### config.mk
export PLATFORM = sky130hd
export DESIGN_NAME = usb_slave_req_engine
export DESIGN_NICKNAME = d
export VERILOG_FILES = /design/src/rtl/usb_slave_req_engine.sv
export SDC_FILE = /design/constraint.sdc
export NUM_CORES = 1
export LEC_CHECK = 0
export CORE_AREA = 2 2 93 95
export DETAILED_ROUTE_END_ITERATION = 10
export DIE_AREA = 0 0 95 97
export PLACE_DENSITY = 0.85
export SLEW_MARGIN = 30
export SYNTH_ARGS = -nofsm -noshare
export SYNTH_HDL_FRONTEND = slang
export SYNTH_SLANG_ARGS = --single-unit
export TNS_END_PERCENT = 10
### constraint.sdc
create_clock -name Clk -period 3.1 [get_ports Clk]
set_input_delay 0.31 -clock Clk [delete_from_list [all_inputs] [get_ports Clk]]
set_output_delay 0.31 -clock Clk [all_outputs]
set_load 0.01 [all_outputs]
### src/rtl/usb_slave_req_engine.sv
// Turns FIFO'd write requests and mux'd read requests into single-cycle UHCI register/memory accesses.
// Read toggles 3 edges after request; one write per 3 cycles; optional address checking under USB_SLAVE_ADDR_CHECK_EN.
module usb_slave_req_engine #(
   parameter int ADDR_W    = 32,
   parameter int Data_W    = 32,
   parameter int usb_mem_W = 6
) (
   input  logic                 Clk,
   input  logic                 Rst,
   input  logic [1:0]           Read_en,
   input  logic [Data_W-1:0]    R_address_mux,
   input  logic                 empty,
   input  logic [ADDR_W-1:0]    fifo_addr,
   input  logic [Data_W-1:0]    fifo_data,
   output logic                 rd_en_fifo,
   output logic [usb_mem_W-1:0] mem_addr,
   output logic [Data_W-1:0]    mem_wdata,
   output logic                 mem_we,
   output logic                 mem_re,
   input  logic [Data_W-1:0]    mem_rdata,
   output logic [7:0]           reg_addr,
   output logic [7:0]           reg_wdata,
   output logic                 reg_we,
   output logic                 reg_re,
   input  logic [7:0]           reg_rdata,
   output logic [Data_W-1:0]    r_data_mem,
   output logic [7:0]           r_data_reg,
   output logic                 data_mem_toggle,
   output logic                 data_reg_toggle,
`ifdef USB_SLAVE_ADDR_CHECK_EN
   output logic                 addr_err,
`endif
   output logic                 busy
);

   typedef enum logic [2:0] {IDLE, RD_ISSUE, RD_CAPT, WR_POP, WR_ISSUE} state_t;

   state_t            state, state_nxt;
   logic [ADDR_W-1:0] rd_addr;
   logic              rd_armed;
   logic              rd_start;
   logic              rd_illegal;
   logic              wr_illegal;
   logic              unused_addr_bits;

   assign unused_addr_bits = ^{rd_addr, fifo_addr};

`ifdef USB_SLAVE_ADDR_CHECK_EN
   function automatic logic addr_illegal(input logic [ADDR_W-1:0] a);
      return (|a[ADDR_W-1:11]) || (!a[10] && (|a[9:usb_mem_W+2]));
   endfunction
   assign rd_illegal = addr_illegal(rd_addr);
   assign wr_illegal = addr_illegal(fifo_addr);
`else
   assign rd_illegal = 1'b0;
   assign wr_illegal = 1'b0;
`endif

   assign rd_start = (state == IDLE) && (Read_en == 2'b01) && rd_armed;
   assign busy     = (state != IDLE);

   always_ff @(posedge Clk or negedge Rst) begin
      if (!Rst) begin
         state           <= IDLE;
         rd_addr         <= '0;
         rd_armed        <= 1'b1;
         r_data_mem      <= '0;
         r_data_reg      <= '0;
         data_mem_toggle <= 1'b0;
         data_reg_toggle <= 1'b0;
`ifdef USB_SLAVE_ADDR_CHECK_EN
         addr_err        <= 1'b0;
`endif
      end else begin
         state <= state_nxt;
         if (rd_start)
            rd_addr <= ADDR_W'(R_address_mux);
         // Re-arm wins over the clear so a read phase that already ended is not lost.
         if (Read_en != 2'b01)
            rd_armed <= 1'b1;
         else if (state == RD_CAPT)
            rd_armed <= 1'b0;
         if (state == RD_CAPT) begin
            if (rd_addr[10]) begin
               r_data_reg      <= rd_illegal ? 8'hFF : reg_rdata;
               data_reg_toggle <= ~data_reg_toggle;
            end else begin
               r_data_mem      <= rd_illegal ? '1 : mem_rdata;
               data_mem_toggle <= ~data_mem_toggle;
            end
         end
`ifdef USB_SLAVE_ADDR_CHECK_EN
         if ((state == RD_CAPT && rd_illegal) || (state == WR_ISSUE && wr_illegal))
            addr_err <= 1'b1;
`endif
      end
   end

   always_comb begin
      state_nxt  = state;
      rd_en_fifo = 1'b0;
      mem_we     = 1'b0;
      mem_re     = 1'b0;
      reg_we     = 1'b0;
      reg_re     = 1'b0;
      mem_addr   = '0;
      mem_wdata  = '0;
      reg_addr   = '0;
      reg_wdata  = '0;
      case (state)
         IDLE: begin
            if (rd_start)
               state_nxt = RD_ISSUE;
            else if (Read_en == 2'b10 && !empty)
               state_nxt = WR_POP;
         end
         RD_ISSUE: begin
            if (!rd_illegal) begin
               if (rd_addr[10]) begin
                  reg_re   = 1'b1;
                  reg_addr = rd_addr[9:2];
               end else begin
                  mem_re   = 1'b1;
                  mem_addr = rd_addr[usb_mem_W+1:2];
               end
            end
            state_nxt = RD_CAPT;
         end
         RD_CAPT: state_nxt = IDLE;
         WR_POP: begin
            rd_en_fifo = 1'b1;
            state_nxt  = WR_ISSUE;
         end
         WR_ISSUE: begin
            // FIFO heads are valid now, one cycle after the pop.
            if (!wr_illegal) begin
               if (fifo_addr[10]) begin
                  reg_we    = 1'b1;
                  reg_addr  = fifo_addr[9:2];
                  reg_wdata = fifo_data[7:0];
               end else begin
                  mem_we    = 1'b1;
                  mem_addr  = fifo_addr[usb_mem_W+1:2];
                  mem_wdata = fifo_data;
               end
            end
            state_nxt = IDLE;
         end
         default: state_nxt = IDLE;
      endcase
   end

endmodule
==> reports/qor.yml <==
worst_setup_path:
  r2r_slack_ps: 920
  crit_slowest_cell: "nor4b_4"
  crit_path_max_fanout: 9
  cp-end-kind: "primary output"
  worst_path_largest_cell_delay_ps: 610
  arrival_ps: 2390
  crit_chain: "inv_1, nor4b_4, a22o_1, clkdlybuf4s50_1"
  crit_buf_inv: 2
  cp-start-kind: "flip-flop"
  critPathRequiredTime_ps: 2790
  cp_top_family: "buffers and inverters"
  worstSetupPathType: "reg2out"
cells_and_area:
  fill_cells: 646
  area_delta_synth_final_pct: 79.7
  fin_nets: 528
  multi_input_area_mm2: 0.00124
  final_cells: 493
  seq_area_mm2: 0.00138
  drive_gt1_frac: 0.180
  largest_reg_flops: 32
  antenna_cells: 0
timing:
  clock_skew_ps: 6.55
  fin_crit_sh: 0.872
  fmax_ghz: 0.370
  slew_viol_final: 0
  setup_violations: 0
  finalSetupTns_ps: 0
  slew_headroom: 0.498
  rsz0062_at_grt: "no"
  tightest_slew_ps: 752
  fin_crit_ps: 2700
  hold_violations: 0
placed_design:
  dp_hpwl_mm: 6.49
  io_buffer_count: 196
  gp_congestion: 0.772
  place_inst: 484
clock_tree:
  cts_resized: 0
  postCtsHoldBufs: 1
  clk_pin_slew_ps: 90
  cts_sinks: 55
  cts_root_buf: "clkbuf_8"
  cts_buffers: 5
  insertion_delay_ps: 300
  h-tree-depth: 2
  cts_buffer_depth: 2
  post_cts_buffers: 0
  cts_tree: "yes"
global_route:
  grt_pass1_vias: 2398
  grt_overflow_total: 0
  grt_pass1_wl_mm: 12.7
  grt_max_degree: 40
  grt_usage: 0.178
  antenna_found_initial: 0
floorplanning:
  die_y_um: 97
  coreArea_mm2: 0.00813
  num_rows: 33
  initial_core_util: 0.334
  die-area_mm2: 0.00922
  die_x_um: 95
  io-pin-count: 243
logic_synthesis:
  synth_ff_type: "dfrtp_1"
  synthDistinctLibCells: 27
  synthArstFlopShare: 1.00
  synth_area_leaders: "dfrtp_1 50%, mux2_4 16%, and2_1 9.2%, mux2_2 8.3%, a22o_1 4.5%"
  synth_area_mm2: 0.00272
  yosysMostFrequentCell: "dfrtp_1"
  yosysWarnings: 0
  ys_seq_elements: 55
  synth_edf_count: 0
  synthCells: 191
  synth.largest_area_cell: "dfrtp_1"
  netlist.area_leader.share: 0.498
  postSynthAreaPerCell_um2: 14.2
  synth-seq-area-share: 0.507
  synth_nets: 332
  synth_common_cells: "54 x dfrtp_1, 40 x and2_1, 29 x mux2_4, 20 x mux2_2, 14 x a22o_1"
routing:
  post_drt_wl_per_cell_um: 17.1
  avgViaCountPerCell: 4.61
  vias: 2272
  firstDrtPassIters: 4
  drtIter0Drc: 60
  drc: 0
  ant_nets: 0
  drt-total-wl_mm: 8.42
status:
  run_status: "finished, final reports clean"
power:
  leakage_nw: 2.01
  power_density_mw_per_mm2: 698
  vdd_ir_drop_max_mv: 0.482
run:
  drv_cap: 0
hold_path:
  hold_class: "reg2reg"
-- cell families (layout without fill, tap and decap cells) --
logic type,Yosys count,in the layout,share of synthesized area
AO/OA/AOI/OAI,16,16,0.0488
flip-flops,55,55,0.507
multiplexers,49,49,0.243
XOR/XNOR,2,2,0.00645
buffers and inverters,12,209,0.0387
AND/OR/NAND/NOR,57,57,0.155
-- per-stage QoR --
step | worst slack (ps) | util | power [mW] | hold slack (ps) | cell area (um2)
2_1_floorplan | 1340 | - | 2.00 | 14.4 | 2720
3_3_place_gp | 692 | 0.582 | 2.83 | 306 | 4740
3_5_place_dp | 670 | 0.582 | 2.87 | 323 | 4740
4_1_cts | 358 | 0.600 | 3.45 | 475 | 4880
5_1_grt | 215 | 0.600 | 3.59 | 499 | 4880
6_report | 396 | 0.600 | 3.41 | 475 | 4880
-- final cells by class --
type                    instances  share of cell area
flip-flops and latches         55               0.282
inverters                       1            0.000769
clock inverters                 2              0.0123
repair buffers                200               0.408
well taps                     105              0.0269
clock buffers                   6              0.0149
multi-input cells             124               0.255
-- layout by cell type (no fill, tap or decap), drive strengths merged, types with 2 or more instances in the layout --
master / n
clkdlybuf4s50: 195
dfrtp: 54
mux2: 49
and2: 40
a22o: 14
clkbuf: 6
buf: 4
nor2: 4
nor4b: 3
and3b: 2
nand3b: 2
xor2: 2
nand2: 2
a21oi: 2
bufinv: 2
-- path summary, 6_finish.rpt --
path / from / to / depth (start not counted)
min: data_reg_toggle / data_reg_toggle / 1
max reg2reg: state[1] / r_data_mem[29] / 3
min reg2reg: data_reg_toggle / data_reg_toggle / 1
max in group asynchronous: Rst / rd_armed / 3
min in group asynchronous: Rst / r_data_mem[31] / 2
max: rd_addr[10] / reg_addr[5] / 4
-- layer usage --
layer  GRT usage  routed length, um  vias up
li1            -                  -     1053
met1       0.195               3130     1085
met2       0.330               4310      126
met3      0.0576                882        8
met4      0.0368                 98        0
met5           0                  0        -
-- report_power, final --
group / switching (mW) / internal [mW]
Sequential: 0.224 / 1.05
Combinational: 0.519 / 1.06
Clock: 0.235 / 0.323
(Power assumes the default switching activity.)
